## config.mk

```make
export PLATFORM = sky130hd
export DESIGN_NAME = nice_count_reporter
export DESIGN_NICKNAME = d
export VERILOG_FILES = /design/src/rtl/aoc_pkg.sv /design/src/rtl/binary_to_bcd.sv /design/src/rtl/nice_count_reporter.sv
export SDC_FILE = /design/constraint.sdc
export NUM_CORES = 1
export LEC_CHECK = 0
export ABC_AREA = 1
export BUFFER_PORTS_ARGS = -buffer_cell sky130_fd_sc_hd__buf_4
export CAP_MARGIN = 25
export CORE_MARGIN = 2
export CORE_UTILIZATION = 55
export CTS_CLUSTER_DIAMETER = 120
export DETAILED_ROUTE_END_ITERATION = 8
export GPL_TIMING_DRIVEN = 0
export PLACE_DENSITY = 0.87
export SETUP_SLACK_MARGIN = 0.05
export SLEW_MARGIN = 20
export SYNTH_ARGS = -nofsm -noshare
export SYNTH_HDL_FRONTEND = slang
export SYNTH_SLANG_ARGS = --single-unit
```

## constraint.sdc

```tcl
create_clock -name clk -period 3.07 [get_ports clk]
set_clock_uncertainty 0.05 [all_clocks]
set_input_delay 0.7675 -clock clk [delete_from_list [all_inputs] [get_ports clk]]
set_output_delay 0.7675 -clock clk [all_outputs]
set_load 0.1 [all_outputs]
```

## src/rtl/aoc_pkg.sv

```systemverilog
`default_nettype none
// ============================================================================
//  Module      : aoc_pkg
//  Description : ASCII constants shared by the string filter and reporter,
//                plus the reporter state type.
//  Revision    : 1.0 - initial release
// ============================================================================
package aoc_pkg;

    localparam logic [7:0] LF_CHAR   = 8'h0A;
    localparam logic [7:0] NULL_CHAR = 8'h00;
    localparam logic [7:0] ZERO_CHAR = 8'h30;

    typedef enum logic [2:0] {
        ST_COUNT   = 3'd0,
        ST_CONVERT = 3'd1,
        ST_SEEK    = 3'd2,
        ST_EMIT    = 3'd3,
        ST_DONE    = 3'd4
    } reporter_state_t;

endpackage
`default_nettype wire

```

## src/rtl/binary_to_bcd.sv

```systemverilog
`default_nettype none
// ============================================================================
//  Module      : binary_to_bcd
//  Description : Iterative double-dabble converter, one bit per cycle, MSB
//                first; result valid BINARY_WIDTH cycles after start.
//  Revision    : 1.0 - initial release
// ============================================================================
module binary_to_bcd #(
    parameter int BINARY_WIDTH = 16,
    parameter int DIGITS       = 5
) (
    input  logic                    clk,
    input  logic                    reset,
    input  logic                    start,
    input  logic [BINARY_WIDTH-1:0] binary,
    output logic                    busy,
    output logic [DIGITS*4-1:0]     bcd
);

    localparam int C_CNT_W = $clog2(BINARY_WIDTH + 1);

    logic [BINARY_WIDTH-1:0] r_shift;
    logic [C_CNT_W-1:0]      r_remaining;
    logic [DIGITS*4-1:0]     r_bcd;
    logic [DIGITS*4-1:0]     w_adjusted;

    // Add 3 to every digit >= 5 before the shift so it carries correctly
    generate
        for (genvar d = 0; d < DIGITS; d++) begin : g_adjust
            assign w_adjusted[d*4 +: 4] = (r_bcd[d*4 +: 4] >= 4'd5) ?
                                          r_bcd[d*4 +: 4] + 4'd3 : r_bcd[d*4 +: 4];
        end
    endgenerate

    always_ff @(posedge clk or posedge reset) begin
        if (reset) begin
            r_shift     <= '0;
            r_remaining <= '0;
            r_bcd       <= '0;
        end else if (start) begin
            r_shift     <= binary;
            r_remaining <= C_CNT_W'(BINARY_WIDTH);
            r_bcd       <= '0;
        end else if (r_remaining != '0) begin
            r_bcd       <= (w_adjusted << 1) |
                           {{(DIGITS*4-1){1'b0}}, r_shift[BINARY_WIDTH-1]};
            r_shift     <= r_shift << 1;
            r_remaining <= r_remaining - C_CNT_W'(1);
        end
    end

    assign busy = (r_remaining != '0);
    assign bcd  = r_bcd;

endmodule
`default_nettype wire

```

## src/rtl/nice_count_reporter.sv

```systemverilog
`default_nettype none
// ============================================================================
//  Module      : nice_count_reporter
//  Description : Counts nice-line pulses until end of file, then streams the
//                count as ASCII decimal plus LF over a valid/ready interface.
//  Revision    : 1.0 - initial release
// ============================================================================
module nice_count_reporter
    import aoc_pkg::*;
#(
    parameter int RESULT_WIDTH        = 16,
    parameter int OUTBOUND_DATA_WIDTH = 8
) (
    input  logic                           clk,
    input  logic                           reset,
    input  logic                           end_of_file,
    input  logic                           string_is_nice,
    output logic                           outbound_valid,
    input  logic                           outbound_ready,
    output logic [OUTBOUND_DATA_WIDTH-1:0] outbound_data,
    output logic [RESULT_WIDTH-1:0]        result,
    output logic                           result_valid,
    output logic                           overflow,
    output logic                           done
);

    localparam int DIGITS  = ((RESULT_WIDTH * 1233) >> 12) + 1;
    localparam int C_IDX_W = (DIGITS > 1) ? $clog2(DIGITS) : 1;
    localparam int C_CYC_W = $clog2(RESULT_WIDTH + 1);

    reporter_state_t         r_state;
    logic [RESULT_WIDTH-1:0] r_count;
    logic [RESULT_WIDTH-1:0] w_count_next;
    logic                    w_saturate;
    logic [C_CYC_W-1:0]      r_cycles;
    logic [C_IDX_W-1:0]      r_idx;
    logic                    r_on_lf;
    logic [C_IDX_W-1:0]      w_start_idx;
    logic [C_IDX_W-1:0]      w_next_idx;
    logic [3:0]              w_next_digit;
    logic [DIGITS*4-1:0]     w_bcd;
    logic                    w_conv_start;
    logic                    w_conv_busy;
    logic [7:0]              w_next_char;

    assign w_saturate   = string_is_nice && (&r_count);
    assign w_count_next = (string_is_nice && !(&r_count)) ?
                          r_count + RESULT_WIDTH'(1) : r_count;
    // Converter is loaded on the same edge the FSM leaves COUNT
    assign w_conv_start = (r_state == ST_COUNT) && end_of_file;

    binary_to_bcd #(
        .BINARY_WIDTH (RESULT_WIDTH),
        .DIGITS       (DIGITS)
    ) u_binary_to_bcd (
        .clk    (clk),
        .reset  (reset),
        .start  (w_conv_start),
        .binary (w_count_next),
        .busy   (w_conv_busy),
        .bcd    (w_bcd)
    );

    // Highest nonzero digit starts the stream; all-zero falls back to digit 0
    always_comb begin
        w_start_idx = '0;
        for (int d = 0; d < DIGITS; d++) begin
            if (w_bcd[d*4 +: 4] != 4'd0) w_start_idx = C_IDX_W'(d);
        end
        w_next_idx   = (r_state == ST_SEEK) ? w_start_idx : r_idx - C_IDX_W'(1);
        w_next_digit = 4'd0;
        for (int d = 0; d < DIGITS; d++) begin
            if (C_IDX_W'(d) == w_next_idx) w_next_digit = w_bcd[d*4 +: 4];
        end
        w_next_char = ZERO_CHAR + {4'b0000, w_next_digit};
    end

    always_ff @(posedge clk or posedge reset) begin
        if (reset) begin
            r_state        <= ST_COUNT;
            r_count        <= '0;
            r_cycles       <= '0;
            r_idx          <= '0;
            r_on_lf        <= 1'b0;
            outbound_valid <= 1'b0;
            outbound_data  <= '0;
            result         <= '0;
            result_valid   <= 1'b0;
            overflow       <= 1'b0;
            done           <= 1'b0;
        end else begin
            case (r_state)
                ST_COUNT: begin
                    r_count <= w_count_next;
                    if (w_saturate) overflow <= 1'b1;
                    if (end_of_file) begin
                        result       <= w_count_next;
                        result_valid <= 1'b1;
                        r_cycles     <= '0;
                        r_state      <= ST_CONVERT;
                    end
                end
                ST_CONVERT: begin
                    r_cycles <= r_cycles + C_CYC_W'(1);
                    if ((r_cycles == C_CYC_W'(RESULT_WIDTH - 1)) || !w_conv_busy)
                        r_state <= ST_SEEK;
                end
                ST_SEEK: begin
                    r_idx          <= w_start_idx;
                    r_on_lf        <= 1'b0;
                    outbound_valid <= 1'b1;
                    outbound_data  <= OUTBOUND_DATA_WIDTH'(w_next_char);
                    r_state        <= ST_EMIT;
                end
                ST_EMIT: begin
                    if (outbound_valid && outbound_ready) begin
                        if (r_on_lf) begin
                            outbound_valid <= 1'b0;
                            outbound_data  <= OUTBOUND_DATA_WIDTH'(NULL_CHAR);
                            done           <= 1'b1;
                            r_state        <= ST_DONE;
                        end else if (r_idx == '0) begin
                            outbound_data <= OUTBOUND_DATA_WIDTH'(LF_CHAR);
                            r_on_lf       <= 1'b1;
                        end else begin
                            r_idx         <= w_next_idx;
                            outbound_data <= OUTBOUND_DATA_WIDTH'(w_next_char);
                        end
                    end
                end
                ST_DONE: begin
                    r_state <= ST_DONE;
                end
                default: begin
                    r_state <= ST_COUNT;
                end
            endcase
        end
    end

endmodule
`default_nettype wire

```

==> impl_metrics.env <==
export IMPL_utilization_pct=63.3
export IMPL_num_fill_cells=764
export IMPL_cts_resized=0
export IMPL_via_per_inst=5.68
export IMPL_tightest_slew_ps=558
export IMPL_reg2reg_from="r_count[0]"
export IMPL_ys_seq_area_share_pct=45.3
export IMPL_gp_congestion=0.886
export IMPL_setup_slack_ps=889
export IMPL_syn_avg_cell_area_um2=8.21
export IMPL_use_met1_pct=33.4
export IMPL_synth_cell_type_count=53
export IMPL_wl_per_cell_um=15.3
export IMPL_die_width_um=101
export IMPL_cts_setup_buffers=0
export IMPL_cts_root_buf="clkbuf_8"
export IMPL_drt_pass1_iter_count=5
export IMPL_cts_sinks=94
export IMPL_clkTransAtPathRegs_ps=100
export IMPL_layout_nets=703
export IMPL_grtUsageTotal_pct=26.0
export IMPL_slew_headroom_pct=62.5
export IMPL_drt_total_wl_um=12200
export IMPL_yosysWarnings=0
export IMPL_path_max_fanout=10
export IMPL_htreeDepth=3
export IMPL_max_cap_viol_count=0
export IMPL_ff2ff_setup_slack_ps=890
export IMPL_setup_viol_count_final=0
export IMPL_holdBufCountCts=0
export IMPL_arrival_ps=2430
export IMPL_design_core_area_um2=9200
export IMPL_hpwl_um=8880
export IMPL_antenna_left=0
export IMPL_yosys_top_cells_area="dfrtp_1, nand2_1, o21ai_0"
export IMPL_ys_async_sr_fraction_pct=100
export IMPL_synth_edf_count=0
export IMPL_status="finished clean"
export IMPL_cts_buffers=9
export IMPL_reg2reg_to="u_binary_to_bcd.r_shift[7]"
export IMPL_initial_core_util_pct=56.5
export IMPL_hold_path_class="in -> async"
export IMPL_synth_cells=633
export IMPL_drive_gt1_share_pct=15.7
export IMPL_ys_flop_type="dfrtp_1"
export IMPL_syn_area_um2=5200
export IMPL_die_h_um=101
export IMPL_grt_max_degree=36
export IMPL_period_share_pct=71.0
export IMPL_grt_first_pass_wirelength_um=21100
export IMPL_crit_type="reg -> reg"
export IMPL_drtIter0Drc=304
export IMPL_area_delta_synth_final_pct=12.1
export IMPL_gr_usage_met2_pct=43.2
export IMPL_vias=4506
export IMPL_yosys_area_top_type="dfrtp_1"
export IMPL_yosysMostFrequentCell="nand2_1"
export IMPL_hold_viol=0
export IMPL_end_kind="register"
export IMPL_worstSkewPairLatency_ps=390
export IMPL_clk_path_buf_depth=2
export IMPL_drcViolationCount=0
export IMPL_fin_crit_ps=2180
export IMPL_slew_viol_final=0
export IMPL_rows=35
export IMPL_grt_pass1_vias=4489
export IMPL_numPortBuffers=30
export IMPL_netlist_area_leader_share_pct=45.3
export IMPL_dp_cells=778
export IMPL_final_cells=794
export IMPL_die_area_um2=10200
export IMPL_cts_tree="done"
export IMPL_ios=33
export IMPL_r2r_cells=9
export IMPL_grt_busiest_layer="met2"
export IMPL_crit_path_start_kind="register"
export IMPL_dp_slack_ps=888
export IMPL_grt_ovfl_total=0
export IMPL_antenna_found_initial=0
export IMPL_rsz0062_at_grt="false"
export IMPL_crit_required_ps=3320
export IMPL_synthTopCellsByCount="nand2_1, dfrtp_1, inv_1, o21ai_0, nand3_1"
export IMPL_ys_ff_latch=94
export IMPL_setup_tns_ps=0
export IMPL_antenna_diode_count=0
export IMPL_fmax_ghz=0.459
export IMPL_met3_usage_pct=4.14
critical path, stage by stage (launching register included):
cell and delay [ps]:
dfrtp_1 460, ha_1 270, nand3_2 150, nor2_4 170
nand3_2 100, nand2_4 150, inv_4 80, o21ai_0 330
nand2_1 160, a22oi_1 160
how the worst max path moves through the flow:
stage	startpoint	end	slack (ps)	cells past startpoint
after global routing	u_binary_to_bcd.bcd[8]	outbound_data[1]	700	15
after CTS	r_count[0]	u_binary_to_bcd.r_shift[7]	910	9
after floorplan	outbound_data[4]	outbound_data[5]	910	1
after global placement	reset	result[15]	530	2
after detailed placement	end_of_file	u_binary_to_bcd.bcd[19]	890	9
final	r_count[0]	u_binary_to_bcd.r_shift[7]	890	9
metrics by stage:
stage | hold slack (ps) | area (um2)
3_5_place_dp | 403 | 5640
3_3_place_gp | 404 | 5570
6_report | 277 | 5820
2_1_floorplan | 394 | 5200
4_1_cts | 281 | 5820
5_1_grt | 297 | 5820
cell usage in the layout, fill, tap and decap left out, types with 3 or more instances in the layout:
cell          n
or2_2         3
o21ai_2       3
o22ai_1      11
clkbuf_8      9
nand3_1      39
nand2_4       3
o21ai_1       3
a31oi_1       3
o32ai_1       3
xnor2_1       4
inv_1        67
nor3_1        5
clkinvlp_4    3
nor2_1       34
buf_4        33
buf_2         8
a21oi_1      17
dfrtp_1      94
a22oi_1       3
nand3_2       5
o211ai_1      5
clkbuf_1      3
nand2_1     177
nor2_4        3
ha_1         20
inv_2         8
nand4_1       5
o21ai_0      51
a32o_1        3
xor2_1       14
nand2_2       5
cells by family (layout without fill, tap and decap cells):
| logic type | Yosys count | after routing | synth area share, % |
|---|---|---|---|
| buf+inv | 96 | 145 | 7.71 |
| xor+xnor | 18 | 18 | 3.03 |
| other cells | 1 | 2 | 0.0722 |
| simple gates | 289 | 289 | 25.4 |
| compound gates | 115 | 115 | 13.7 |
| fa+ha+maj | 20 | 20 | 4.82 |
| flops | 94 | 94 | 45.3 |
cell type report:
| type | instances | area [um2] | share of cell area, % |
|---|---|---|---|
| multi-input combinational | 444 | 2450 | 42.0 |
| clock buffer | 9 | 124 | 2.13 |
| sequential | 94 | 2350 | 40.4 |
| tap | 111 | 139 | 2.39 |
| clock inverter | 7 | 63.8 | 1.10 |
| buffer | 16 | 88.8 | 1.53 |
| timing repair buffer | 33 | 293 | 5.03 |
| inverter | 80 | 315 | 5.41 |
registers in the layout, summed over array words and instances (netlist names):
name                         count
u_binary_to_bcd.bcd             20
r_cycles                         5
u_binary_to_bcd.r_shift         16
result                          16
overflow                         1
outbound_valid                   1
outbound_data                    5
r_state                          3
result_valid                     1
r_count                         16
r_idx                            3
r_on_lf                          1
done                             1
u_binary_to_bcd.r_remaining      5
routing by layer:
| metal | vias up | share of wire (%) |
|---|---|---|
| met1 | 2147 | 43 |
| met4 | 0 | 3.1 |
| li1 | 2163 | - |
| met2 | 157 | 49 |
| met5 | - | 0 |
| met3 | 39 | 5.2 |
Power is left out: the tool's default activity adds up to more than one toggle a clock period on the data nets, which glitch-free logic cannot reach.
